[config.mk]
export PLATFORM = sky130hd
export DESIGN_NAME = mlp_sync_ram
export DESIGN_NICKNAME = d
export VERILOG_FILES = /design/src/rtl/mlp_ram_pkg.sv /design/src/rtl/mlp_ram_rdpipe.sv /design/src/rtl/mlp_sync_ram.sv
export SDC_FILE = /design/constraint.sdc
export NUM_CORES = 1
export LEC_CHECK = 0
export BUFFER_PORTS_ARGS = -buffer_cell sky130_fd_sc_hd__buf_2
export CAP_MARGIN = 10
export CORE_AREA = 4 4 149 151
export CTS_BUF_LIST = sky130_fd_sc_hd__clkbuf_16
export DETAILED_ROUTE_END_ITERATION = 10
export DIE_AREA = 0 0 153 155
export PLACE_DENSITY = 0.54
export SETUP_SLACK_MARGIN = 0.05
export SLEW_MARGIN = 40
export SYNTH_ARGS = -nofsm -noshare
export SYNTH_HDL_FRONTEND = slang
export SYNTH_SLANG_ARGS = --single-unit
[constraint.sdc]
create_clock -name clk -period 2.35 [get_ports clk]
set_input_delay 0.235 -clock clk [delete_from_list [all_inputs] [get_ports clk]]
set_output_delay 0.235 -clock clk [all_outputs]
set_load 0.02 [all_outputs]
[src/rtl/mlp_ram_pkg.sv]
// Shared types and elaboration helpers for the synchronous RAM and its read pipeline.
package mlp_ram_pkg;

  typedef enum logic {
    CLEAR = 1'b0,
    READY = 1'b1
  } ram_state_e;

  localparam int READ_LATENCY_MIN = 1;
  localparam int READ_LATENCY_MAX = 3;

  function automatic int lanes_of(input int data_bits, input int lane_bits);
    return data_bits / lane_bits;
  endfunction

  function automatic bit read_latency_ok(input int read_latency);
    return (read_latency >= READ_LATENCY_MIN) && (read_latency <= READ_LATENCY_MAX);
  endfunction

endpackage

[src/rtl/mlp_ram_rdpipe.sv]
// Valid+data delay line; data stages only load on a valid beat so the output word holds between reads.
module mlp_ram_rdpipe #(
  parameter int DEPTH = 1,
  parameter int WIDTH = 8
) (
  input  logic             clk,
  input  logic             reset_n,
  input  logic             in_valid,
  input  logic [WIDTH-1:0] in_data,
  output logic             out_valid,
  output logic [WIDTH-1:0] out_data
);

  logic [DEPTH-1:0] vld;
  logic [WIDTH-1:0] dat [DEPTH];

  always_ff @(posedge clk or negedge reset_n) begin
    if (!reset_n) begin
      vld <= '0;
      for (int i = 0; i < DEPTH; i++) dat[i] <= '0;
    end else begin
      vld[0] <= in_valid;
      if (in_valid) dat[0] <= in_data;
      for (int i = 1; i < DEPTH; i++) begin
        vld[i] <= vld[i-1];
        if (vld[i-1]) dat[i] <= dat[i-1];
      end
    end
  end

  assign out_valid = vld[DEPTH-1];
  assign out_data  = dat[DEPTH-1];

endmodule

[src/rtl/mlp_sync_ram.sv]
// Single-port synchronous RAM with valid/ready requests, lane write enables,
// configurable read latency and a hardware clear sequence.
module mlp_sync_ram
  import mlp_ram_pkg::*;
#(
  parameter int ADDR_BITS      = 4,
  parameter int DATA_BITS      = 8,
  parameter int LANE_BITS      = 8,
  parameter int READ_LATENCY   = 1,
  parameter bit CLEAR_ON_RESET = 1'b1
) (
  input  logic                                       clk,
  input  logic                                       reset_n,
  input  logic                                       req_valid,
  output logic                                       req_ready,
  input  logic                                       req_write,
  input  logic [ADDR_BITS-1:0]                       req_addr,
  input  logic [DATA_BITS-1:0]                       req_wdata,
  input  logic [lanes_of(DATA_BITS, LANE_BITS)-1:0]  req_be,
  output logic                                       rsp_valid,
  output logic [DATA_BITS-1:0]                       rsp_rdata,
  input  logic                                       clear_req,
  output logic                                       busy
);

  localparam int LANES = lanes_of(DATA_BITS, LANE_BITS);
  localparam int DEPTH = 2 ** ADDR_BITS;
  localparam logic [ADDR_BITS-1:0] ADDR_LAST = '1;
  localparam ram_state_e RESET_STATE = CLEAR_ON_RESET ? CLEAR : READY;

  if (!read_latency_ok(READ_LATENCY)) begin : g_bad_latency
    $error("mlp_sync_ram: READ_LATENCY must be within 1..3");
  end
  if ((DATA_BITS % LANE_BITS) != 0) begin : g_bad_lanes
    $error("mlp_sync_ram: DATA_BITS must be a multiple of LANE_BITS");
  end

  ram_state_e           state, state_n;
  logic [ADDR_BITS-1:0] clr_cnt, clr_cnt_n;
  logic                 clr_step;
  logic                 accept, wr_en, rd_en, clr_we;

  logic [DATA_BITS-1:0] mem [DEPTH];

  logic                 cap_valid;
  logic [DATA_BITS-1:0] cap_data;

  always_ff @(posedge clk or negedge reset_n) begin
    if (!reset_n) begin
      state   <= RESET_STATE;
      clr_cnt <= '0;
    end else begin
      state   <= state_n;
      clr_cnt <= clr_cnt_n;
    end
  end

  always_comb begin
    state_n   = state;
    clr_cnt_n = clr_cnt;
    clr_step  = 1'b0;
    req_ready = 1'b0;
    busy      = 1'b0;
    case (state)
      CLEAR: begin
        busy     = 1'b1;
        clr_step = 1'b1;
        // Explicit last-address compare; never rely on the counter wrapping.
        if (clr_cnt == ADDR_LAST) begin
          state_n   = READY;
          clr_cnt_n = '0;
        end else begin
          clr_cnt_n = clr_cnt + 1'b1;
        end
      end
      READY: begin
        req_ready = reset_n;
        if (clear_req) state_n = CLEAR;
      end
      default: state_n = RESET_STATE;
    endcase
  end

  assign accept = req_valid && req_ready;
  assign wr_en  = accept && req_write;
  assign rd_en  = accept && !req_write;
  assign clr_we = clr_step && reset_n;

  // Array contents are deliberately left out of reset.
  always_ff @(posedge clk) begin
    if (clr_we) begin
      mem[clr_cnt] <= '0;
    end else if (wr_en) begin
      for (int i = 0; i < LANES; i++) begin
        if (req_be[i]) mem[req_addr][i*LANE_BITS +: LANE_BITS] <= req_wdata[i*LANE_BITS +: LANE_BITS];
      end
    end
  end

  always_ff @(posedge clk or negedge reset_n) begin
    if (!reset_n) begin
      cap_valid <= 1'b0;
      cap_data  <= '0;
    end else begin
      cap_valid <= rd_en;
      if (rd_en) cap_data <= mem[req_addr];
    end
  end

  if (READ_LATENCY > 1) begin : g_pipe
    mlp_ram_rdpipe #(
      .DEPTH (READ_LATENCY - 1),
      .WIDTH (DATA_BITS)
    ) u_rdpipe (
      .clk       (clk),
      .reset_n   (reset_n),
      .in_valid  (cap_valid),
      .in_data   (cap_data),
      .out_valid (rsp_valid),
      .out_data  (rsp_rdata)
    );
  end else begin : g_nopipe
    assign rsp_valid = cap_valid;
    assign rsp_rdata = cap_data;
  end

endmodule

==> impl_metrics.env <==
export IMPL_numPortBuffers=28
export IMPL_routabilityCongestion=0.783
export IMPL_use_met3=0.0312
export IMPL_start_kind="input pin"
export IMPL_ys_seq_elements=142
export IMPL_reg2reg_to="mem[0][7]"
export IMPL_cts_setup_buffers=0
export IMPL_finalNetCount=377
export IMPL_yosysWarnings=0
export IMPL_path_class="in2reg"
export IMPL_antenna_found_initial=0
export IMPL_cts_buffer_depth=2
export IMPL_routedWlPerCell_um=20.0
export IMPL_syn_nets=313
export IMPL_cp_required_ps=2470
export IMPL_netlist_area_um2=5790
export IMPL_p_leak_nw=2.55
export IMPL_overflow=0
export IMPL_wirelength_mm=12.9
export IMPL_drt_pass1_iter_count=4
export IMPL_rsz0062_at_grt="false"
export IMPL_hold_violations=0
export IMPL_cts_root_buf="clkbuf_16"
export IMPL_end_kind="flop"
export IMPL_finalCritPeriodShare=0.940
export IMPL_layout_drive_gt1_share=0.313
export IMPL_clk_pin_slew_ps=60
export IMPL_final_setup_viol_count=0
export IMPL_ff_latch_area_um2=4190
export IMPL_syn2layout_area_growth_pct=21.7
export IMPL_period_needed_ps=2210
export IMPL_vias=2940
export IMPL_final_common_cell="edfxtp_1"
export IMPL_fin_tns_setup_ps=0
export IMPL_busiest_layer="met2"
export IMPL_drv_slew=0
export IMPL_pwr_density_cell_nw_per_um2=1000
export IMPL_ioPinCount=29
export IMPL_cts_buffers=17
export IMPL_viasPerCell=4.55
export IMPL_cts_tree="yes"
export IMPL_htreeDepth=4
export IMPL_initial_core_util=0.278
export IMPL_finClkSkew_ps=6.05
export IMPL_yosys_top_cells_area="edfxtp_1 (66%), mux4_2 (8.6%), dfrtp_1 (6.0%)"
export IMPL_clk_latency_ps=420
export IMPL_crit_start="reset_n"
export IMPL_r2r_slack_ps=210
export IMPL_status="complete, no violations"
export IMPL_rr_worst_depth=4
export IMPL_relSlewSlack=0.496
export IMPL_drv_cap=0
export IMPL_hold_class="in2reg"
export IMPL_gr_usage_met2=0.175
export IMPL_holdWs_ps=225
export IMPL_crit_fanout=11
export IMPL_hpwl_mm=8.96
export IMPL_fmax_mhz=453
export IMPL_antenna_cells=0
export IMPL_synth_top_area_share=0.663
export IMPL_grt_pass1_wl_mm=19.8
export IMPL_drc=0
export IMPL_synth_top_area_cell="edfxtp_1"
export IMPL_die_w_um=153
export IMPL_ir_worst_vdd_mv=0.411
export IMPL_yosysSeqAreaShare=0.724
export IMPL_avgSynthCellArea_um2=19.7
export IMPL_initialDrtViolationCount=261
export IMPL_cp_arrival_ps=2330
export IMPL_use_met1=0.158
export IMPL_grt_total_usage=0.115
export IMPL_layout_common_cells="edfxtp_1 (128), buf_4 (29), buf_2 (28)"
export IMPL_rows=53
export IMPL_core_area_um2=20800
export IMPL_timing_rr_start="state"
export IMPL_worstSetupEndpoint="mem[3][6]"
export IMPL_dieArea_um2=23700
export IMPL_syn_inst=294
export IMPL_grt_max_degree=19
export IMPL_total_power_mw=7.06
export IMPL_grt_pass1_vias=3117
export IMPL_antenna_left=0
export IMPL_multiInputGateArea_um2=1440
export IMPL_fillers=1985
export IMPL_die_y_um=155
export IMPL_worst_slew_pin_slew_ps=754
export IMPL_clock_sinks=142
export IMPL_synth_distinct_cells=36
-- synth_stat cells, drive strengths merged --
library cell    n
a21o            3
a21oi           1
a22oi           6
a31oi           2
a32oi           2
and2            8
and3            2
buf            14
clkbuf          1
dfrtp          14
edfxtp        128
ha              1
inv             6
mux2            2
mux2i          12
mux4           32
nand2          11
nand2b          1
nand3           5
nand4b          1
nor2           19
nor2b           4
nor3            5
nor3b           1
o21ai           5
o311ai          6
o31ai           1
xnor2           1
-- kinds of logic after synthesis --
group	synth area share
xor gates and xnor gates	0.00151
muxes	0.156
DFF	0.724
AOI/OAI and AO/OA	0.0376
adders and majority gates	0.00216
buffers and inverters	0.0281
and+or+nand+nor	0.0505
-- stage by stage --
stage	worst slack (ps)	instance area [µm²]	std cells	utilization
6_report	140	7050	646	0.339
5_1_grt	53.2	7050	646	0.339
4_1_cts	146	7050	646	0.338
3_5_place_dp	207	6380	612	0.306
3_3_place_gp	218	6370	612	0.306
2_1_floorplan	324	5790	294	-
-- how the worst min path moves through the flow --
stage | start | cells past startpoint | to
floorplan | reset_n | 0 | clr_cnt[0]
detailed placement | reset_n | 2 | state
CTS | req_addr[3] | 2 | rsp_rdata[0]
global route | req_addr[3] | 2 | rsp_rdata[0]
global placement | reset_n | 2 | state
finish | req_addr[3] | 2 | rsp_rdata[0]
-- flip-flops by register name, indices dropped and copies added, names as in the netlist --
signal and count:
clr_cnt 4, state 1, rsp_valid 1, mem 128, rsp_rdata 8
-- cell type report --
type,count,share of cell area
timing repair buffer,60,0.0564
tap,275,0.0488
multi-input combinational,131,0.205
clock inverter,15,0.0319
inverter,6,0.00319
sequential,142,0.595
clock buffer,17,0.0603
-- power breakdown --
part / leakage [nW] / total, mW / internal [mW] / switching (mW)
clock: 0.316 / 2.94 / 1.97 / 0.976
combinational: 0.832 / 0.958 / 0.404 / 0.554
sequential: 1.40 / 3.16 / 3.02 / 0.141
-- metal layers --
layer | vias to the layer above | part of all wire | wire [µm]
met5 | - | 0 | 0
met1 | 1522 | 0.46 | 5960
met2 | 75 | 0.47 | 6010
met3 | 17 | 0.057 | 733
li1 | 1326 | - | -
met4 | 0 | 0.017 | 220
-- what timing repair did --
action | in CTS | in global routing
resized for setup | 0 | 0
hold buffers | 2 | 0
hold endpoints to repair | 15 | 0
-- critical path, stage by stage --
cell and delay (ps):
dlygate4sd3_1 520, buf_2 110, and3_1 130, and3_1 300
buf_4 180, buf_4 200, mux2_4 340, nor2_1 110
buf_4 200
Power figures use the tool's default switching activity.
